--- src/rtl/host_cfg_sequencer_pkg.sv ---
// Shared definitions for the host configuration sequencer.
//
// Purpose:
//   Host-controller word geometry and the sequencer FSM state encoding,
//   shared by the sequencer top and the testbench.
//
// Contents:
//   PE_INST    - width of the PE instruction field
//   INIT_PE_A  - width of the init_PE_array field
//   H_C_W      - full host_controller word width
//                {init_SPM, init_PE_array, inst}
//   seq_state_t - FSM state encoding
package host_cfg_sequencer_pkg;

    localparam int PE_INST   = 32;
    localparam int INIT_PE_A = 15;
    localparam int H_C_W     = 1 + INIT_PE_A + PE_INST;

    typedef enum logic [2:0] {
        IDLE     = 3'd0,
        ISSUE    = 3'd1,
        GAP_WAIT = 3'd2,
        RUN      = 3'd3,
        DONE     = 3'd4
    } seq_state_t;

endpackage

--- src/rtl/host_cfg_sequencer_cfg_entry_ram.sv ---
// Config-entry store for the host configuration sequencer.
//
// Purpose:
//   Simple dual-port RAM with one write port and one synchronous read
//   port. The read register forwards same-cycle write data when the read
//   and write addresses match. The sequencer relies on this so that an
//   entry written in the cycle before a start is seen at once.
//   The storage array has no reset.
//
// Ports:
//   clk      - clock, rising edge
//   wr_en    - write strobe
//   wr_addr  - write index
//   wr_data  - write data
//   rd_addr  - read index, sampled every cycle
//   rd_data  - registered read data, valid one cycle after rd_addr
module cfg_entry_ram #(
    parameter int DEPTH = 32,
    parameter int WIDTH = 48,
    parameter int AW    = $clog2(DEPTH)
) (
    input  logic             clk,
    input  logic             wr_en,
    input  logic [AW-1:0]    wr_addr,
    input  logic [WIDTH-1:0] wr_data,
    input  logic [AW-1:0]    rd_addr,
    output logic [WIDTH-1:0] rd_data
);

    logic [WIDTH-1:0] mem [DEPTH];

    always_ff @(posedge clk) begin
        if (wr_en) begin
            mem[wr_addr] <= wr_data;
        end
        // Write-first forwarding keeps the read register coherent with a
        // write to the address currently being read.
        if (wr_en && (wr_addr == rd_addr)) begin
            rd_data <= wr_data;
        end else begin
            rd_data <= mem[rd_addr];
        end
    end

endmodule

--- src/rtl/host_cfg_sequencer.sv ---
// Host configuration sequencer.
//
// Purpose:
//   Buffers config entries written by the host. On start, it replays the
//   entries back-to-back on host_controller. It then idles host_controller
//   for GAP cycles, pulses run for one cycle and pulses done for one cycle.
//   The buffer is retained, so a later start replays the same sequence.
//
// Ports:
//   clk             - clock, rising edge
//   rst             - synchronous active-high reset
//   cfg_wr_en       - append one entry (IDLE only)
//   cfg_wr_data     - entry {init_SPM, init_PE_array, inst}
//   cfg_clear       - empty the buffer and clear ovf (IDLE only)
//   start           - request a replay (IDLE only)
//   host_controller - registered entry drive, zero outside ISSUE
//   run             - registered one-cycle run strobe
//   busy            - sequence in progress
//   done            - one-cycle completion pulse
//   ovf             - sticky: a write was dropped on a full buffer
//   cnt             - number of stored entries
module host_cfg_sequencer
    import host_cfg_sequencer_pkg::*;
#(
    parameter int DEPTH = 32,
    parameter int GAP   = 3
) (
    input  logic                     clk,
    input  logic                     rst,
    input  logic                     cfg_wr_en,
    input  logic [H_C_W-1:0]         cfg_wr_data,
    input  logic                     cfg_clear,
    input  logic                     start,
    output logic [H_C_W-1:0]         host_controller,
    output logic                     run,
    output logic                     busy,
    output logic                     done,
    output logic                     ovf,
    output logic [$clog2(DEPTH):0]   cnt
);

    localparam int AW = $clog2(DEPTH);
    localparam int CW = AW + 1;
    localparam int GW = (GAP > 1) ? $clog2(GAP) : 1;

    seq_state_t       state;
    logic [AW-1:0]    rd_ptr;
    logic [AW-1:0]    issue_idx;
    logic [GW-1:0]    gap_cnt;
    logic [AW-1:0]    rd_addr;
    logic [H_C_W-1:0] rd_data;
    logic             wr_accept;
    logic             start_accept;

    // Input qualification and read-address pre-issue. Outside ISSUE, the
    // RAM is parked on entry 0, so entry 0 is already in the read register
    // when start arrives. On the start cycle, the address jumps to 1.
    // During ISSUE, rd_ptr runs one entry ahead of the entry being
    // latched, so consecutive entries come out without bubbles.
    always_comb begin
        start_accept = (state == IDLE) && !cfg_clear && start;
        wr_accept    = !rst && (state == IDLE) && !cfg_clear && !start &&
                       cfg_wr_en && (cnt < CW'(DEPTH));
        rd_addr      = '0;
        if (state == ISSUE) begin
            rd_addr = rd_ptr;
        end else if (start_accept) begin
            rd_addr = AW'(1);
        end
    end

    cfg_entry_ram #(
        .DEPTH (DEPTH),
        .WIDTH (H_C_W),
        .AW    (AW)
    ) u_cfg_entry_ram (
        .clk     (clk),
        .wr_en   (wr_accept),
        .wr_addr (cnt[AW-1:0]),
        .wr_data (cfg_wr_data),
        .rd_addr (rd_addr),
        .rd_data (rd_data)
    );

    // Sequencer FSM with registered outputs. Buffer-management inputs are
    // honoured only in IDLE. cfg_clear beats start, and start beats
    // cfg_wr_en.
    always_ff @(posedge clk) begin
        if (rst) begin
            state           <= IDLE;
            cnt             <= '0;
            ovf             <= 1'b0;
            host_controller <= '0;
            run             <= 1'b0;
            busy            <= 1'b0;
            done            <= 1'b0;
            rd_ptr          <= '0;
            issue_idx       <= '0;
            gap_cnt         <= '0;
        end else begin
            case (state)
                IDLE: begin
                    host_controller <= '0;
                    run             <= 1'b0;
                    done            <= 1'b0;
                    if (cfg_clear) begin
                        cnt <= '0;
                        ovf <= 1'b0;
                    end else if (start) begin
                        if (cnt != '0) begin
                            state           <= ISSUE;
                            busy            <= 1'b1;
                            host_controller <= rd_data;
                            rd_ptr          <= AW'(2);
                            issue_idx       <= '0;
                        end else begin
                            state <= DONE;
                            done  <= 1'b1;
                        end
                    end else if (cfg_wr_en) begin
                        if (cnt < CW'(DEPTH)) begin
                            cnt <= cnt + CW'(1);
                        end else begin
                            ovf <= 1'b1;
                        end
                    end
                end

                ISSUE: begin
                    // issue_idx names the entry currently on host_controller.
                    if ({1'b0, issue_idx} == (cnt - CW'(1))) begin
                        host_controller <= '0;
                        gap_cnt         <= '0;
                        if (GAP == 0) begin
                            state <= RUN;
                            run   <= 1'b1;
                        end else begin
                            state <= GAP_WAIT;
                        end
                    end else begin
                        host_controller <= rd_data;
                        issue_idx       <= issue_idx + AW'(1);
                        rd_ptr          <= rd_ptr + AW'(1);
                    end
                end

                GAP_WAIT: begin
                    host_controller <= '0;
                    if (gap_cnt == GW'(GAP - 1)) begin
                        state <= RUN;
                        run   <= 1'b1;
                    end else begin
                        gap_cnt <= gap_cnt + GW'(1);
                    end
                end

                RUN: begin
                    host_controller <= '0;
                    run             <= 1'b0;
                    busy            <= 1'b0;
                    done            <= 1'b1;
                    state           <= DONE;
                end

                DONE: begin
                    host_controller <= '0;
                    done            <= 1'b0;
                    state           <= IDLE;
                end

                default: begin
                    host_controller <= '0;
                    run             <= 1'b0;
                    busy            <= 1'b0;
                    done            <= 1'b0;
                    state           <= IDLE;
                end
            endcase
        end
    end

endmodule

--- config.mk ---
export PLATFORM = sky130hd
export DESIGN_NAME = host_cfg_sequencer
export DESIGN_NICKNAME = d
export VERILOG_FILES = /design/src/rtl/host_cfg_sequencer_pkg.sv /design/src/rtl/host_cfg_sequencer_cfg_entry_ram.sv /design/src/rtl/host_cfg_sequencer.sv
export SDC_FILE = /design/constraint.sdc
export NUM_CORES = 2
export LEC_CHECK = 0
export ABC_AREA = 1
export BUFFER_PORTS_ARGS = -buffer_cell sky130_fd_sc_hd__buf_2
export CAP_MARGIN = 5
export CORE_ASPECT_RATIO = 0.75
export CORE_UTILIZATION = 50
export DETAILED_ROUTE_END_ITERATION = 16
export GPL_TIMING_DRIVEN = 1
export PLACE_DENSITY = 0.77
export REMOVE_ABC_BUFFERS = 1
export SYNTH_ARGS = -nofsm -noshare
export SYNTH_HDL_FRONTEND = slang
export SYNTH_SLANG_ARGS = --single-unit
--- constraint.sdc ---
create_clock -name clk -period 7.8 [get_ports clk]
set_input_delay 0.78 -clock clk [delete_from_list [all_inputs] [get_ports clk]]
set_output_delay 0.78 -clock clk [all_outputs]
set_load 0.01 [all_outputs]
Word-level counts from Yosys, hierarchy flattened. Memories as Yosys holds them, arrays and structs flattened. A register that Yosys moved wholly into a read port is not among the register bits. Index checks and enable logic that the tools add are counted.

Input port bits: 53. Memory bits (writable): 1536. Output and inout port bits: 58. Memories: 1. Word-level logic and storage cells: 106. Register bits after elaboration: 73.

$add $sub $neg: 5. Equality and inequality tests: 15. Muxes and demuxes: 46. Bitwise gates (word level): 2. Reductions and logical operators: 26. Order comparisons: 1.

Memory list: u_cfg_entry_ram.mem (depth 32, bits a word 48, read ports 1, clocked after Yosys merged registers in 1, write ports 1, line host_cfg_sequencer_cfg_entry_ram.sv:30) `logic [WIDTH-1:0] mem [DEPTH];`.

Operators with widths (count): 48-bit 2-to-1 mux (4); 48-bit case mux with 2 select lines (1); 5-bit 2-to-1 mux (9); 6-bit 2-to-1 mux (4); 5-bit case mux with 2 select lines (2); 4-bit AND reduction (4); 3-bit 2-to-1 mux (5); 1-bit 2-to-1 mux (14); 2-bit != test, second input constant (7); 3-bit case mux with 4 select lines (1); 5-bit by 1-bit adder with 5-bit output, second input constant (2); 2-bit nonzero test (4); 1-bit logical AND (7); 6-bit by 1-bit adder with 6-bit output, second input constant (1); 3-bit by 2-bit == test with 1-bit output, second input constant (2); 5-bit by 6-bit == test with 1-bit output (1); 6-bit less-than comparator, second input constant (1); 6-bit nonzero test (1); 6-bit by 1-bit subtractor with 6-bit output, second input constant (1); 5-bit AND reduction (1); 2-bit 2-to-1 mux (2); 2-bit by 1-bit != test with 1-bit output, second input constant (2); 1-bit case mux with 2 select lines (2); 2-bit case mux with 2 select lines (1); other kinds (12) (16).

Logic depth before layout (Yosys ltp).
Depth in word-level cells: 8. Mapped depth: 15. Gate-level depth less buffers: 14.

Cells and area by module. Synthesis repeated with hierarchy kept, for this count alone.

Cells, all modules: 5628. Area, all modules: 65059.9 µm².

By module, submodules not included: cfg_entry_ram (sequential area each 46224.3 µm², cells each 5236, area each 62108.3 µm², instances 1); host_cfg_sequencer (sequential area each 1461.4 µm², cells each 392, area each 2951.6 µm², instances 1).

Least setup slack after synthesis. Ideal clock, no wire load.

Path kind: input-to-reg. Start: input port rst. End: memory u_cfg_entry_ram.mem[0][0] (enable). Setup slack: 3.718 ns. Data arrival time: 3.628 ns. Data required time: 7.346 ns. Buffers on the path: 1. Setup time: 0.454 ns. Cell stages on the path: 6. Cells stage by stage: clkbuf_1 > nor2_1 > nand3_1 > nor3_1 > nand2_1 > nor2_1.

Cells in the longest elaborated chain, start to end: 8.

RTL lines: start: declaration (line host_cfg_sequencer.sv:29) `input logic rst,`; 1-bit zero test (line host_cfg_sequencer.sv:62) `wr_accept = !rst && (state == IDLE) && !cfg_clear && !start &&`; 1-bit logical AND (4 in series) (line host_cfg_sequencer.sv:62); 1-bit logical AND (line host_cfg_sequencer.sv:63) `cfg_wr_en && (cnt < CW'(DEPTH));`; 1-bit 2-to-1 mux (line host_cfg_sequencer_cfg_entry_ram.sv:33) `if (wr_en) begin`; 1-bit 2-to-1 mux (not written as such) (line host_cfg_sequencer_cfg_entry_ram.sv:34) `mem[wr_addr] <= wr_data;`; end: declaration (line host_cfg_sequencer_cfg_entry_ram.sv:30).

No other way between the ends.

Final worst setup path.
Start: register state[2]. End: memory u_cfg_entry_ram.mem[20][30] (enable).

Cells in the longest elaborated chain, start to end: 8.

RTL lines: start: declaration (line host_cfg_sequencer.sv:46) `seq_state_t state;`; start signal: assignment (line host_cfg_sequencer.sv:90) `state <= IDLE;`; start signal: assignment (line host_cfg_sequencer.sv:111) `state <= ISSUE;`; start signal: assignment (line host_cfg_sequencer.sv:117) `state <= DONE;`; 3-bit zero test (line host_cfg_sequencer.sv:62); 1-bit logical AND (4 in series) (line host_cfg_sequencer.sv:62); 1-bit logical AND (line host_cfg_sequencer.sv:63); 1-bit 2-to-1 mux (line host_cfg_sequencer_cfg_entry_ram.sv:33); 1-bit 2-to-1 mux (not written as such) (line host_cfg_sequencer_cfg_entry_ram.sv:34).

No other way between the ends.

==> flow_metrics.env <==
export IMPL_clk_latency_ns=0.78
export IMPL_cpPeakStageDelay_ns=1.16
export IMPL_fp_dieW_um=413
export IMPL_fmax_mhz=216
export IMPL_via_per_inst=6.15
export IMPL_finalSetupTns_ns=0
export IMPL_finalCoreUtilization_pct=55.9
export IMPL_grt_max_degree=231
export IMPL_drt_drc_violations_left=0
export IMPL_yosys_cell_types_count=34
export IMPL_slew_headroom_pct=16.7
export IMPL_cts_hold_buf=0
export IMPL_cts_buffers=146
export IMPL_cts_root_buffer="clkbuf_16"
export IMPL_cp_start_kind="register"
export IMPL_dp_hpwl_mm=85.3
export IMPL_grt_pass1_vias=39000
export IMPL_crit_fanout=25
export IMPL_clkTransAtPathRegs_ns=0.07
export IMPL_synth_seq_cells=1614
export IMPL_grt_use_total_pct=25.4
export IMPL_nets=4984
export IMPL_wire_per_inst_um=24.4
export IMPL_cts_resized=0
export IMPL_drive_above_1_share_pct=8.49
export IMPL_area_growth_pct=10.3
export IMPL_min_period_ns=4.63
export IMPL_grt_remaining_overflow=0
export IMPL_finalSetupViolations=0
export IMPL_cts_tree="done"
export IMPL_crit_buf_inv=1
export IMPL_synth_yosys_seq_area_share_pct=75.2
export IMPL_die_area_um2=128000
export IMPL_antenna_found_initial=0
export IMPL_finalPower_mw=19.7
export IMPL_fp_dieH_um=310
export IMPL_syn_area_um2=63400
export IMPL_clockBufferDepth=3
export IMPL_p_per_area_nw_per_um2=281
export IMPL_finClkSkew_ns=0.0259
export IMPL_ys_warn_count=0
export IMPL_min_path_type="input port to register"
export IMPL_required_ns=8.21
export IMPL_cts_sinks=1614
export IMPL_hold_violations=0
export IMPL_synth_cells=4939
export IMPL_vdd_ir_drop_max_mv=0.258
export IMPL_avgSynthCellArea_um2=12.8
export IMPL_core_area_um2=125000
export IMPL_initial_utilization_pct=50.7
export IMPL_max_cap_violations=0
export IMPL_final_cells=6699
export IMPL_path_class="register to register"
export IMPL_wl_mm=164
export IMPL_critPathCaptureType="register"
export IMPL_ant_nets=0
export IMPL_num_vias=41200
export IMPL_slowest_stage="nor2_4"
export IMPL_rsz0062_at_grt="false"
export IMPL_synth_edf_count=1536
export IMPL_p_leak_nw=22.5
export IMPL_rows=112
export IMPL_grt_pass1_wl_mm=243
export IMPL_path_cells="nor2_2 -> nand2_2 -> nor3_1 -> nand2_1 -> nor2_4 -> buf_4"
export IMPL_layout_common_cells="1536 x edfxtp_1, 1193 x nor2_1, 548 x o21ai_0, 366 x o211ai_1, 337 x nand3_1"
export IMPL_synthFlopType="edfxtp_1"
export IMPL_finalMaxSlewViolations=0
export IMPL_cts_setup_buffers=0
export IMPL_first_iter_violations=6805
export IMPL_port_buffers=110
export IMPL_final_common_cell="edfxtp_1"
export IMPL_holdWs_ns=0.257
export IMPL_dp_cells=6429
export IMPL_cp_top_family="simple AND/OR/NAND/NOR gates"
export IMPL_firstDrtPassIters=8
export IMPL_fin_crit_sh_pct=59.3
export IMPL_worstMarginPinSlew_ns=1.25
export IMPL_postSynth_asyncResetShare_pct=0
export IMPL_ioPinCount=111
export IMPL_place_congestion=0.798
export IMPL_outcome="complete, no violations"
export IMPL_htreeDepth=4
export IMPL_cp_data_arrival_time_ns=5.04
## state kept, by name, summed over array words and instances (netlist names), named ones only
signal               count
u_cfg_entry_ram.mem   1536
host_controller         48
cnt                      6
issue_idx                5
rd_ptr                   5
state                    3
gap_cnt                  2
busy                     1
done                     1
ovf                      1
run                      1
## final cells by class
cell class | count | area (um2)
antenna | 2 | 5.00
clock buffer | 198 | 3950
clock inverter | 70 | 654
fill | 9550 | 55100
inverter | 44 | 184
multi-input combinational | 2945 | 14300
sequential | 1614 | 47700
tap | 1653 | 2070
timing repair buffer | 173 | 1060
## layer usage
layer  up-vias  track usage, %  wire length [um]
li1      18100               -                 -
met1     20200            37.0             66400
met2      2671            38.6             74500
met3       260            5.27             19200
met4         0            7.32              3450
met5         -               0                 0
## synth_stat cells (all sizes together), types with 3 or more instances
| master | n | share of area (%) |
|---|---|---|
| buf | 143 | 1.3 |
| nor3 | 3 | 0.024 |
| o211ai | 366 | 4.3 |
| or2 | 3 | 0.030 |
| inv | 41 | 0.24 |
| edfxtp | 1536 | 73 |
| a21oi | 25 | 0.20 |
| clkinv | 3 | 0.018 |
| nand2 | 197 | 1.2 |
| ha | 7 | 0.14 |
| o21ai | 760 | 6.0 |
| clkbuf | 193 | 1.1 |
| dfxtp | 78 | 2.5 |
| nand4 | 6 | 0.069 |
| nor2 | 1231 | 7.3 |
| nand3 | 338 | 2.7 |
## logic make-up (layout without fill, tap and decap cells)
family | Yosys count | in the layout | synth area share [%]
simple gates | 1779 | 1779 | 11.3
flops | 1614 | 1614 | 75.2
compound gates | 1156 | 1156 | 10.6
buf+inv | 380 | 485 | 2.67
fa+ha+maj | 7 | 7 | 0.138
xor+xnor | 3 | 3 | 0.0415
other cells | 0 | 2 | 0
## final timing paths
check,from,cells past startpoint,slack (ns),to
min reg2reg,rd_ptr[4],2,0.48,register
max reg2reg,state[2],6,3.17,u_cfg_entry_ram.mem[20][30]
max,state[2],6,3.17,u_cfg_entry_ram.mem[20][30]
min,rst,2,0.26,run
## power by group
part           switching [mW]  internal [mW]
clock                    3.20           3.80
combinational            2.16          0.812
sequential             0.0987           9.60
## per-stage QoR
step                      cell area [um2]  setup WS, ns
after floorplan                     61900        -26.40
after global placement              65300          2.82
after detailed placement            65300          2.85
after CTS                           69900          3.17
after global routing                69900          2.99
final                               69900          3.17
No activity file was read; power rests on OpenSTA's default activity.
